`src/rtl/branch_resolve_queue_pkg.sv`:
```
// Shared pipeline definitions for the branch resolve queue.
package branch_resolve_queue_pkg;

    localparam int unsigned BQ_PC_WIDTH = 32;
    localparam int unsigned BQ_DEPTH    = 4;

    // One in-flight predicted branch, oldest-first in the queue.
    typedef struct packed {
        logic [BQ_PC_WIDTH-1:0] pc;
        logic                   pred_taken;
        logic [BQ_PC_WIDTH-1:0] pred_target;
    } bq_entry_t;

endpackage

```
`src/rtl/branch_resolve_queue_fifo.sv`:
```
// In-order entry storage with wrapping pointers, occupancy and flush.
module bq_fifo
    import branch_resolve_queue_pkg::*;
#(
    parameter int unsigned DEPTH   = BQ_DEPTH,
    parameter type         entry_t = bq_entry_t
) (
    input  logic                   clk,
    input  logic                   reset,
    input  logic                   wr_en,
    input  entry_t                 wr_data,
    input  logic                   rd_en,
    input  logic                   flush,
    output entry_t                 rd_data_c,
    output logic [$clog2(DEPTH):0] count,
    output logic                   not_full
);

    localparam int unsigned PW = $clog2(DEPTH);
    localparam int unsigned CW = PW + 1;

    entry_t          mem [DEPTH];
    logic [PW-1:0]   wr_ptr;
    logic [PW-1:0]   rd_ptr;
    logic [CW-1:0]   count_nxt;

    assign rd_data_c = mem[rd_ptr];

    // Next occupancy; a flush empties the queue regardless of other traffic.
    always_comb begin
        count_nxt = count;
        if (flush) begin
            count_nxt = '0;
        end else if (wr_en && !rd_en) begin
            count_nxt = count + CW'(1);
        end else if (!wr_en && rd_en) begin
            count_nxt = count - CW'(1);
        end
    end

    // Pointers, occupancy and registered not-full flag.
    always_ff @(posedge clk or negedge reset) begin
        if (!reset) begin
            wr_ptr   <= '0;
            rd_ptr   <= '0;
            count    <= '0;
            not_full <= 1'b1;
        end else begin
            count    <= count_nxt;
            not_full <= (count_nxt < CW'(DEPTH));
            if (flush) begin
                rd_ptr <= wr_ptr;
            end else begin
                if (rd_en) rd_ptr <= rd_ptr + PW'(1);
                if (wr_en) wr_ptr <= wr_ptr + PW'(1);
            end
        end
    end

    // Entry storage; contents are don't-care until written.
    always_ff @(posedge clk) begin
        if (wr_en) mem[wr_ptr] <= wr_data;
    end

endmodule

```
`src/rtl/branch_resolve_queue.sv`:
```
// Tracks predicted branches in flight and compares them against resolutions.
module branch_resolve_queue
    import branch_resolve_queue_pkg::*;
#(
    parameter int unsigned PC_WIDTH = BQ_PC_WIDTH,
    parameter int unsigned DEPTH    = BQ_DEPTH
) (
    input  logic                   clk,
    input  logic                   reset,
    input  logic                   push_valid,
    input  logic [PC_WIDTH-1:0]    push_pc,
    input  logic                   push_pred_taken,
    input  logic [PC_WIDTH-1:0]    push_pred_target,
    output logic                   push_ready,
    input  logic                   res_valid,
    input  logic                   res_taken,
    input  logic [PC_WIDTH-1:0]    res_target,
    output logic                   actual_valid,
    output logic                   actual_taken,
    output logic [PC_WIDTH-1:0]    actual_target,
    output logic                   predicted_taken,
    output logic                   mispredict,
    output logic [PC_WIDTH-1:0]    recover_pc,
    output logic                   upd_valid,
    output logic [PC_WIDTH-1:0]    upd_pc,
    output logic                   upd_taken,
    output logic [$clog2(DEPTH):0] count,
    output logic                   err_underflow
);

    // Same field layout as bq_entry_t, sized to this instance's PC width.
    typedef struct packed {
        logic [PC_WIDTH-1:0] pc;
        logic                pred_taken;
        logic [PC_WIDTH-1:0] pred_target;
    } entry_t;

    entry_t              head_c;
    entry_t              push_entry_c;
    logic                pop_c;
    logic                mispred_c;
    logic                flush_c;
    logic                push_accept_c;
    logic [PC_WIDTH-1:0] recover_c;

    // Resolution compare, recovery PC and push acceptance.
    always_comb begin
        push_entry_c.pc          = push_pc;
        push_entry_c.pred_taken  = push_pred_taken;
        push_entry_c.pred_target = push_pred_target;
        pop_c         = res_valid && (count != '0);
        mispred_c     = (head_c.pred_taken != res_taken) ||
                        (res_taken && (head_c.pred_target != res_target));
        flush_c       = pop_c && mispred_c;
        recover_c     = res_taken ? res_target : (head_c.pc + PC_WIDTH'(4));
        // A full queue still takes a push when a correct pop frees a slot.
        push_accept_c = push_valid && !flush_c && (push_ready || pop_c);
    end

    bq_fifo #(
        .DEPTH   (DEPTH),
        .entry_t (entry_t)
    ) u_fifo (
        .clk       (clk),
        .reset     (reset),
        .wr_en     (push_accept_c),
        .wr_data   (push_entry_c),
        .rd_en     (pop_c),
        .flush     (flush_c),
        .rd_data_c (head_c),
        .count     (count),
        .not_full  (push_ready)
    );

    // Registered resolution outputs, training update and sticky underflow.
    always_ff @(posedge clk or negedge reset) begin
        if (!reset) begin
            actual_valid    <= 1'b0;
            actual_taken    <= 1'b0;
            actual_target   <= '0;
            predicted_taken <= 1'b0;
            mispredict      <= 1'b0;
            recover_pc      <= '0;
            upd_valid       <= 1'b0;
            upd_pc          <= '0;
            upd_taken       <= 1'b0;
            err_underflow   <= 1'b0;
        end else begin
            actual_valid <= pop_c;
            mispredict   <= flush_c;
            upd_valid    <= pop_c;
            if (pop_c) begin
                actual_taken    <= res_taken;
                actual_target   <= res_target;
                predicted_taken <= head_c.pred_taken;
                recover_pc      <= recover_c;
                upd_pc          <= head_c.pc;
                upd_taken       <= res_taken;
            end
            if (res_valid && (count == '0)) err_underflow <= 1'b1;
        end
    end

endmodule

```
`config.mk`:
```
export PLATFORM = sky130hd
export DESIGN_NAME = branch_resolve_queue
export DESIGN_NICKNAME = d
export VERILOG_FILES = /design/src/rtl/branch_resolve_queue_pkg.sv /design/src/rtl/branch_resolve_queue_fifo.sv /design/src/rtl/branch_resolve_queue.sv
export SDC_FILE = /design/constraint.sdc
export NUM_CORES = 1
export LEC_CHECK = 0
export BUFFER_PORTS_ARGS = -buffer_cell sky130_fd_sc_hd__buf_2
export CAP_MARGIN = 40
export CELL_PAD_IN_SITES_DETAIL_PLACEMENT = 1
export CELL_PAD_IN_SITES_GLOBAL_PLACEMENT = 1
export CORE_MARGIN = 2
export CORE_UTILIZATION = 35
export CTS_BUF_LIST = sky130_fd_sc_hd__clkbuf_4 sky130_fd_sc_hd__clkbuf_8
export DETAILED_ROUTE_END_ITERATION = 12
export PLACE_DENSITY_LB_ADDON = 0.05
export SYNTH_ARGS = -nofsm -noshare
export SYNTH_HDL_FRONTEND = slang
export SYNTH_HIERARCHICAL = 1
export SYNTH_SLANG_ARGS = --single-unit
```
`constraint.sdc`:
```
create_clock -name clk -period 5.1 [get_ports clk]
set_input_delay 0.51 -clock clk [delete_from_list [all_inputs] [get_ports clk]]
set_output_delay 0.51 -clock clk [all_outputs]
set_load 0.05 [all_outputs]
```
==> impl_metrics.tcl <==
set metrics [dict create \
    postRouteAntennaNets 0 \
    report.final.slew_viol_count 0 \
    flow.area_growth_from_synthesis_pct 20.8 \
    ys_types 51 \
    vias 9039 \
    hold-worst-slack_ns 0.136 \
    first_global_vias 9748 \
    setup.worst_path.start "u_fifo/rd_ptr[0]" \
    grt_use_total_pct 20.9 \
    fmax_mhz 240 \
    synth_async_sr_flop_share_pct 29.5 \
    worst_ep_arrival_time_ns 4.44 \
    remaining_drc_errors 0 \
    hp-class "input port to register" \
    detailed_place_hpwl_mm 31.2 \
    reported_max_cap_violation_count 0 \
    fillers 4291 \
    setup.worst_path.class "register to register" \
    power_per_cell_area_mw_per_mm2 679 \
    final_cell_mix "sky130_fd_sc_hd__edfxtp_1, sky130_fd_sc_hd__nand2_1, sky130_fd_sc_hd__buf_2, sky130_fd_sc_hd__dfrtp_1, sky130_fd_sc_hd__clkbuf_8" \
    final.setup.tns_ns 0 \
    placement_rows 75 \
    floorplan.die_area_mm2 0.0443 \
    finClkSkew_ns 0.0241 \
    crit_required_ns 5.37 \
    final_critical_path_setup_slack_ns 0.927 \
    synth-edff-count 260 \
    yosysTopAreaCell "sky130_fd_sc_hd__edfxtp_1" \
    global_route_wire_length_before_repair_mm 66.6 \
    min_period_over_period_pct 81.8 \
    clk_transition_reported_paths_ns 0.06 \
    place_worst_setup_slack_ns 0.861 \
    cts_sinks 369 \
    synth.net_count 1076 \
    final_common_cell "sky130_fd_sc_hd__edfxtp_1" \
    setup.worst_path.start_class "register" \
    power.ir.vdd_worst_v 0.000349 \
    ff_latch_area_mm2 0.0105 \
    timing.max_slew.rel_slack_pct 51.9 \
    number_of_storage_elements_in_the_synthesis_netlist 369 \
    port_buffers 208 \
    placeableCoreArea_mm2 0.0420 \
    grt_antenna_before_repair 4 \
    postRouteWirelength_mm 45.0 \
    layout.nets 1329 \
    area_of_combinational_cells_with_multiple_inputs_mm2 0.00406 \
    yosys_most_used_dff "sky130_fd_sc_hd__edfxtp_1" \
    first_pass_iters 5 \
    grt_max_degree 68 \
    route.detailed.vias_per_inst 4.99 \
    layout_min_cycle_time_ns 4.17 \
    cts.repair_timing.setup_buffer_count 0 \
    cts-htree-levels 3 \
    grt_overflow_total 0 \
    chipHeight_um 210 \
    numCtsBuffers 69 \
    clock_tree.root_cell "sky130_fd_sc_hd__clkbuf_8" \
    clk-insertion-delay-late_ns 0.60 \
    hold_path.startpoint "push_pred_target[3]" \
    syn-mean-instance-area_um2 15.4 \
    status "complete, no violations" \
    io-pin-count 209 \
    floorplan.initialDensity_pct 35.5 \
    setup_repair_after_global_routing_missed_its_margin "no" \
    final_layout_size_suffix_gt1_share_pct 34.8 \
    critical_path.max_fanout 32 \
    synthCells 967 \
    syn_area_mm2 0.0149 \
    ys_seq_area_share_pct 70.6 \
    drt_iter0_drc 463 \
    hold_violations 0 \
    cts.hold.buffers_added 1 \
    cts_tree "yes" \
    cts_max_path_buffers 3 \
    post-synth-top-area-fraction_pct 52.3 \
    cp-end-kind "register" \
    antenna_cells 0 \
    yosys_warning_count 6 \
    gp_routability_congestion 0.724 \
    crit-reg2reg-launch "u_fifo/rd_ptr[0]" \
    yosys-top-cells-area "sky130_fd_sc_hd__edfxtp_1, sky130_fd_sc_hd__dfrtp_1, sky130_fd_sc_hd__mux4_2" \
    detail_route.wl_per_cell_um 24.8 \
    tightestPinTransition_ns 0.721 \
    horiz_die_dim_um 210 \
    static-leakage-power_nw 7.07 \
    cts_repair_resize_count 0 \
    setup_viol 0 \
]
## layer usage
| metal | up-vias | track usage [%] | share of wire, % |
|---|---|---|---|
| li1 | 4089 | - | - |
| met1 | 4642 | 30.1 | 47 |
| met2 | 250 | 32.4 | 46 |
| met3 | 54 | 3.95 | 4.7 |
| met4 | 4 | 6.02 | 1.7 |
| met5 | - | 0 | 0.060 |
## cells in the mapped netlist, types with 2 or more instances
| cell type | instances |
|---|---|
| sky130_fd_sc_hd__o22ai_2 | 2 |
| sky130_fd_sc_hd__a21oi_1 | 18 |
| sky130_fd_sc_hd__or2_2 | 2 |
| sky130_fd_sc_hd__nand2b_1 | 7 |
| sky130_fd_sc_hd__nand4_1 | 15 |
| sky130_fd_sc_hd__o21ai_0 | 24 |
| sky130_fd_sc_hd__nor4_2 | 2 |
| sky130_fd_sc_hd__ha_1 | 7 |
| sky130_fd_sc_hd__nand2_1 | 220 |
| sky130_fd_sc_hd__xor2_1 | 5 |
| sky130_fd_sc_hd__o31ai_1 | 5 |
| sky130_fd_sc_hd__or4_1 | 3 |
| sky130_fd_sc_hd__mux2_2 | 4 |
| sky130_fd_sc_hd__buf_6 | 2 |
| sky130_fd_sc_hd__xnor2_1 | 52 |
| sky130_fd_sc_hd__nor2b_1 | 2 |
| sky130_fd_sc_hd__nor2_1 | 20 |
| sky130_fd_sc_hd__o21ai_1 | 11 |
| sky130_fd_sc_hd__and3_1 | 10 |
| sky130_fd_sc_hd__edfxtp_1 | 260 |
| sky130_fd_sc_hd__nor3_1 | 10 |
| sky130_fd_sc_hd__o211ai_1 | 2 |
| sky130_fd_sc_hd__buf_4 | 5 |
| sky130_fd_sc_hd__nand3_1 | 11 |
| sky130_fd_sc_hd__mux2i_1 | 7 |
| sky130_fd_sc_hd__o31a_1 | 3 |
| sky130_fd_sc_hd__buf_1 | 6 |
| sky130_fd_sc_hd__dfrtp_1 | 108 |
| sky130_fd_sc_hd__buf_12 | 4 |
| sky130_fd_sc_hd__buf_2 | 5 |
| sky130_fd_sc_hd__and2_1 | 4 |
| sky130_fd_sc_hd__mux4_2 | 65 |
| sky130_fd_sc_hd__o22ai_1 | 3 |
| sky130_fd_sc_hd__inv_1 | 12 |
| sky130_fd_sc_hd__nor4_1 | 6 |
| sky130_fd_sc_hd__or3_1 | 2 |
| sky130_fd_sc_hd__clkbuf_1 | 29 |
## layout make-up
cell class / instances / area share (%)
sequential: 369 / 58.5
multi-input combinational: 535 / 22.5
clock buffer: 119 / 7.70
timing repair buffer: 233 / 7.17
tap: 539 / 3.74
inverter: 12 / 0.250
clock inverter: 6 / 0.139
## state kept, by name, indices dropped and copies added, names as in the netlist
signal / flops
recover_pc: 32
predicted_taken: 1
u_fifo/rd_ptr: 2
actual_target: 32
err_underflow: 1
u_fifo/count: 3
upd_valid: 1
u_fifo/wr_ptr: 2
u_fifo/not_full: 1
mispredict: 1
u_fifo/mem: 260
upd_pc: 32
actual_taken: 1
## report_power, final
part / switching [mW] / internal [mW] / total [mW]
sequential: 0.472 / 4.03 / 4.51
clock: 1.19 / 1.70 / 2.89
combinational: 3.38 / 1.46 / 4.84
## through the flow
| step | power, mW | util, % | instances | instance area, µm² |
|---|---|---|---|---|
| after floorplan | 7.98 | - | 967 | 14900 |
| after global placement | 9.43 | 39.4 | 1686 | 16600 |
| after detailed placement | 9.49 | 39.5 | 1687 | 16600 |
| after CTS | 12.5 | 42.9 | 1813 | 18000 |
| after global routing | 12.9 | 42.9 | 1813 | 18000 |
| final | 12.2 | 42.9 | 1813 | 18000 |
## path summary, 6_finish.rpt
| kind | endpoint | slack, ns | cells after the start |
|---|---|---|---|
| min in group asynchronous | upd_pc[28] | 0.50 | 2 |
| max | u_fifo/mem[1][25] | 0.93 | 9 |
| max reg2reg | u_fifo/mem[1][25] | 0.93 | 9 |
| min | u_fifo/mem[2][3] | 0.14 | 1 |
| min reg2reg | err_underflow | 0.46 | 1 |
| max in group asynchronous | u_fifo/rd_ptr[0] | 3.50 | 3 |
## logic make-up (layout without fill, tap and decap cells)
logic type,count (synthesis),after routing,share of synthesized area (%)
xor gates and xnor gates,57,57,3.35
muxes,76,76,10.6
DFF,369,369,70.6
buffers and inverters,63,370,2.29
adders and majority gates,7,7,0.587
AOI/OAI and AO/OA,75,75,3.04
and+or+nand+nor,320,320,9.55
## worst max-delay path, cell delays in order (launching register included)
cell                      delay [ns]
sky130_fd_sc_hd__dfrtp_4        0.84
sky130_fd_sc_hd__buf_4          0.27
sky130_fd_sc_hd__mux4_2         0.51
sky130_fd_sc_hd__xnor2_1        0.17
sky130_fd_sc_hd__nand4_1        0.11
sky130_fd_sc_hd__nor4_1         0.45
sky130_fd_sc_hd__and3_1         0.28
sky130_fd_sc_hd__o221a_2        0.30
sky130_fd_sc_hd__and2_2         0.57
sky130_fd_sc_hd__buf_12         0.29
(Power assumes the default switching activity.)
